### config.mk
export PLATFORM = sky130hd
export DESIGN_NAME = mem_access_unit
export DESIGN_NICKNAME = d
export VERILOG_FILES = /design/src/rtl/mem_access_unit.sv
export SDC_FILE = /design/constraint.sdc
export NUM_CORES = 1
export LEC_CHECK = 0
export CAP_MARGIN = 30
export CORE_MARGIN = 2
export CORE_UTILIZATION = 34
export CTS_CLUSTER_DIAMETER = 100
export DETAILED_ROUTE_END_ITERATION = 7
export MAX_ROUTING_LAYER = met4
export PLACE_DENSITY = 0.69
export SLEW_MARGIN = 20
export SYNTH_ARGS = -nofsm -noshare
export SYNTH_HDL_FRONTEND = slang
export SYNTH_SLANG_ARGS = --single-unit
### constraint.sdc
create_clock -name clk -period 2.3 [get_ports clk]
set_input_delay 0.46 -clock clk [delete_from_list [all_inputs] [get_ports clk]]
set_output_delay 0.46 -clock clk [all_outputs]
set_load 0.1 [all_outputs]
### src/rtl/mem_access_unit.sv
// Datapath-to-memory access sequencer: IDLE -> ACCESS (waitstates+1 cycles) -> DONE.
// Optional build macro MISALIGN_CHECK_EN flags odd byte addresses with err instead of accessing memory.
module mem_access_unit #(
  parameter int wordsize   = 16,
  parameter int addrsize   = 8,
  parameter int waitstates = 0
) (
  input  logic                clk,
  input  logic                rst,
  input  logic                req,
  input  logic                we,
  input  logic [addrsize-1:0] addr,
  input  logic [wordsize-1:0] wdata,
  output logic [wordsize-1:0] rdata,
  output logic                ack,
  output logic                busy,
  output logic                err,
  output logic [addrsize-1:0] mem_addr,
  output logic                mem_rw,
  output logic [wordsize-1:0] mem_wdata,
  input  logic [wordsize-1:0] mem_rdata,
  output logic [1:0]          state_dbg
);

  // Handshake: req is sampled only in IDLE; the request is complete when ack pulses
  // for one cycle in DONE, and busy stays high from acceptance until the return to IDLE.
  typedef enum logic [1:0] {
    IDLE   = 2'd0,
    ACCESS = 2'd1,
    DONE   = 2'd2
  } state_t;

  localparam logic [3:0] WAIT_LOAD = 4'(waitstates);

  state_t                state_q, state_d;
  logic [3:0]            cnt_q, cnt_d;
  logic                  we_q, we_d;
  logic [addrsize-1:0]   mem_addr_q, mem_addr_d;
  logic [wordsize-1:0]   mem_wdata_q, mem_wdata_d;
  logic [wordsize-1:0]   rdata_q, rdata_d;
  logic                  mem_rw_q, mem_rw_d;
  logic                  ack_q, ack_d;
  logic                  err_q, err_d;
  logic                  misalign;

  always_comb begin
`ifdef MISALIGN_CHECK_EN
    misalign = addr[0];
`else
    misalign = 1'b0;
`endif
    state_d     = state_q;
    cnt_d       = cnt_q;
    we_d        = we_q;
    mem_addr_d  = mem_addr_q;
    mem_wdata_d = mem_wdata_q;
    rdata_d     = rdata_q;
    mem_rw_d    = 1'b0;
    ack_d       = 1'b0;
    err_d       = 1'b0;
    case (state_q)
      IDLE: begin
        if (req) begin
          mem_addr_d  = addr;
          mem_wdata_d = wdata;
          we_d        = we;
          cnt_d       = WAIT_LOAD;
          if (misalign) begin
            state_d = DONE;
            ack_d   = 1'b1;
            err_d   = 1'b1;
          end else begin
            state_d  = ACCESS;
            // mem_rw is registered, so it is raised one cycle ahead of the final ACCESS cycle.
            mem_rw_d = we && (WAIT_LOAD == 4'd0);
          end
        end
      end
      ACCESS: begin
        if (cnt_q == 4'd0) begin
          state_d = DONE;
          ack_d   = 1'b1;
          if (!we_q) rdata_d = mem_rdata;
        end else begin
          cnt_d    = cnt_q - 4'd1;
          mem_rw_d = we_q && (cnt_q == 4'd1);
        end
      end
      DONE:    state_d = IDLE;
      default: state_d = IDLE;
    endcase
  end

  always_ff @(posedge clk) begin
    if (rst) begin
      state_q     <= IDLE;
      cnt_q       <= 4'd0;
      we_q        <= 1'b0;
      mem_addr_q  <= '0;
      mem_wdata_q <= '0;
      rdata_q     <= '0;
      mem_rw_q    <= 1'b0;
      ack_q       <= 1'b0;
      err_q       <= 1'b0;
    end else begin
      state_q     <= state_d;
      cnt_q       <= cnt_d;
      we_q        <= we_d;
      mem_addr_q  <= mem_addr_d;
      mem_wdata_q <= mem_wdata_d;
      rdata_q     <= rdata_d;
      mem_rw_q    <= mem_rw_d;
      ack_q       <= ack_d;
      err_q       <= err_d;
    end
  end

  // A reset landing on the write cycle must suppress that memory write edge.
  assign mem_rw    = mem_rw_q & ~rst;
  assign rdata     = rdata_q;
  assign ack       = ack_q;
  assign err       = err_q;
  assign busy      = (state_q != IDLE);
  assign mem_addr  = mem_addr_q;
  assign mem_wdata = mem_wdata_q;
  assign state_dbg = state_q;

endmodule
==> run_results.csv <==
group,metric,value,unit
detailed_routing,drt-initial-drc-count,26,
worst_setup_path,critPathMaxStageDelay,0.47,ns
placed_design,place_congestion,0.7615,
detailed_routing,drt-total-wl,4453,µm
global_routing,grt_max_degree,34,
detailed_routing,vias_per_cell,4.484,
placed_design,placed_area,2755,µm²
detailed_routing,drt-pass1-iter-count,4,
worst_setup_path,cp_num_buf_inv,2,
yosys,syn_inst,224,
layout,finalInstanceArea,2835,µm²
timing,fmax,0.5617,GHz
worst_setup_path,cp_max_fo,3,
worst_setup_path,worstSetupStartpointType,"input port",
cts,cts_tree,"built",
global_routing,antenna_found_initial,0,
yosys,syn_area,1924,µm²
worst_setup_path,cp_cell_sequence,"clkdlybuf4s50_1 > nor2b_2 > buf_12",
cts,htreeDepth,2,
cts,holdBufCountCts,0,
worst_setup_path,critical_path_class,"in -> out",
power_and_ir_drop,p_total,2.686,mW
cts,clkSinkCount,49,
detailed_routing,wire_per_inst,11.66,µm
placed_design,hpwl,3060,µm
layout,drive_gt1_frac,0.2000,
layout,diodes,0,
yosys,synthesis.nets,271,
die,die_h,79.23,µm
placed_design,dp_slack,0.2859,ns
timing,fin_ws,0.5198,ns
cts,clockBufferDepth,2,
detailed_routing,vias,1713,
status,status,"finished, final reports clean",
die,rows,27,
worst_setup_path,critPathArrivalTime,1.32,ns
timing,finalSetupTns,0,ns
detailed_routing,drc,0,
worst_setup_path,end_kind,"output pin",
global_routing,grt_pass1_wl,7369,µm
cts,cts_setup_buffers,0,
layout,area.growth.synth_to_final,47.33,%
timing,finalMaxSlewViolations,0,
global_routing,grt.total_usage,0.1522,
global_routing,grt_pass1_vias,1640,
cts,cts_inserted_buffers,5,
detailed_routing,antenna_left,0,
worst_setup_path,critPathSlowestCell,"clkdlybuf4s50_1",
placed_design,portBuffers,88,
timing,post-route-period-util,0.7740,
cts,path_clk_slew,0.08,ns
min_path,hold_class,"reg -> reg",
timing,hold_viol,0,
die,ioPinCount,90,
job,cap_viol_max_count,0,
yosys,yosysWarnings,0,
yosys,synth-seq-area-share,0.5098,
timing,finClkSkew,0.002366,ns
timing,rsz0062_at_grt,"false",
timing,fin_hold_ws,0.4555,ns
timing,worstMarginPinSlew,0.5044,ns
worst_setup_path,path_delay_family,"buffers and inverters",
timing,slew_headroom,0.6637,
layout,fin_cells,382,
global_routing,grt-ovfl-total,0,
cts,insertion_delay,0.29,ns
worst_setup_path,worstPathRequired,1.84,ns
die,die_area,6277,µm²
power_and_ir_drop,p_leak,1.169,nW
timing,finalSetupViolations,0,
placed_design,placedCellCount,374,
power_and_ir_drop,ir_worst_vdd,0.0004297,V
cts,cts-resized-gates,0,
timing,fin_crit,1.780,ns
yosys,synth.distinct_cells,28,
yosys,syn_avg_cell_area,8.591,µm²
yosys,ys_ff_latch,49,
die,core_area,5473,µm²
layout,final_nets,356,
power_and_ir_drop,p_per_area,947.4,nW/µm²
die,start_util,0.3516,
cts,cts_root_buf,"clkbuf_8",
die,die_w,79.23,µm
layout,fill_cells,558,
layout,final_util,0.5181,
[worst reg2reg max path, stage by stage (launching register included)]
cell and delay (ns):
dfxtp_1 0.34, inv_1 0.08, ha_1 0.18, or3b_4 0.42
nor3_4 0.15, buf_4 0.30, mux2i_1 0.22
[where the power goes]
part | internal [mW] | switching (mW) | total (mW) | leakage (nW)
combinational | 0.321 | 0.881 | 1.20 | 0.728
sequential | 0.946 | 0.0654 | 1.01 | 0.401
clock | 0.216 | 0.257 | 0.473 | 0.0395
total | 1.48 | 1.20 | 2.69 | 1.17
[cell usage after synthesis]
cell | instances | area [µm²]
nor3_1 | 3 | 15.01
buf_12 | 1 | 20.02
dfxtp_1 | 49 | 980.9
nor3b_1 | 1 | 7.510
nor3_4 | 1 | 16.27
a21oi_1 | 28 | 140.1
buf_4 | 1 | 7.510
a211oi_1 | 2 | 15.01
mux2i_1 | 16 | 160.2
nor2_1 | 1 | 3.750
clkbuf_1 | 12 | 45.04
nand2b_1 | 1 | 6.260
o21bai_1 | 1 | 7.510
ha_1 | 3 | 37.54
nor2b_1 | 1 | 6.260
or2_2 | 1 | 6.260
nor3b_2 | 1 | 12.51
or3b_2 | 1 | 8.760
nand2_1 | 83 | 311.6
or3_1 | 2 | 12.51
o31ai_1 | 2 | 15.01
or3b_4 | 1 | 11.26
inv_1 | 4 | 15.01
or4_1 | 3 | 22.52
o21ai_0 | 2 | 10.01
or4b_2 | 1 | 10.01
and4bb_4 | 1 | 16.27
conb_1 | 1 | 3.750
[flip-flops by register name, summed over array words and instances (netlist names)]
signal,flops
state_dbg,2
mem_addr,8
mem_wdata,16
rdata,16
cnt_q,4
mem_rw_q,1
we_q,1
ack,1
[layout by cell type, fill, tap and decap left out, types with 2 or more instances in the layout]
master,instances
dfxtp_1,49
ha_1,3
inv_1,4
or3_1,2
a211oi_1,2
nand2_1,83
clkdlybuf4s50_1,43
clkbuf_8,5
clkbuf_1,3
buf_4,48
o31ai_1,2
o21ai_0,2
a21oi_1,28
mux2i_1,16
nor3_1,3
or4_1,3
[per-layer routing]
metal  vias up  routed length, µm  GRT usage
met5         -                  0          -
met4         0                 38    0.04138
met3         5                399    0.05455
met2        79               1762     0.2356
met1       731               2253     0.1888
li1        898                  -          -
[worst paths after layout]
| kind | end | from | slack [ns] | depth (start not counted) |
|---|---|---|---|---|
| max | mem_rw | rst | 0.52 | 3 |
| min | rdata[1] | rdata[1] | 0.46 | 2 |
| max reg2reg | rdata[3] | cnt_q[0] | 0.53 | 6 |
| min reg2reg | rdata[1] | rdata[1] | 0.46 | 2 |
[kinds of logic after synthesis]
kind of cell,count (synthesis),share of synthesized area
other,1,0.001949
AND/OR/NAND/NOR,102,0.2425
AO/OA/AOI/OAI,35,0.09752
flip-flops,49,0.5098
buffers and inverters,18,0.04551
multiplexers,16,0.08322
adder cells (fa/ha/maj),3,0.01951
[area by class of cell]
type	instances	area, µm²	area share
sequential	49	980.9	0.3460
tap	72	90.09	0.03177
multi-input combinational	157	858.3	0.3027
clock buffer	8	80.08	0.02824
inverter	4	15.01	0.005296
timing repair buffer	92	810.8	0.2860
Power figures use the tool's default switching activity.
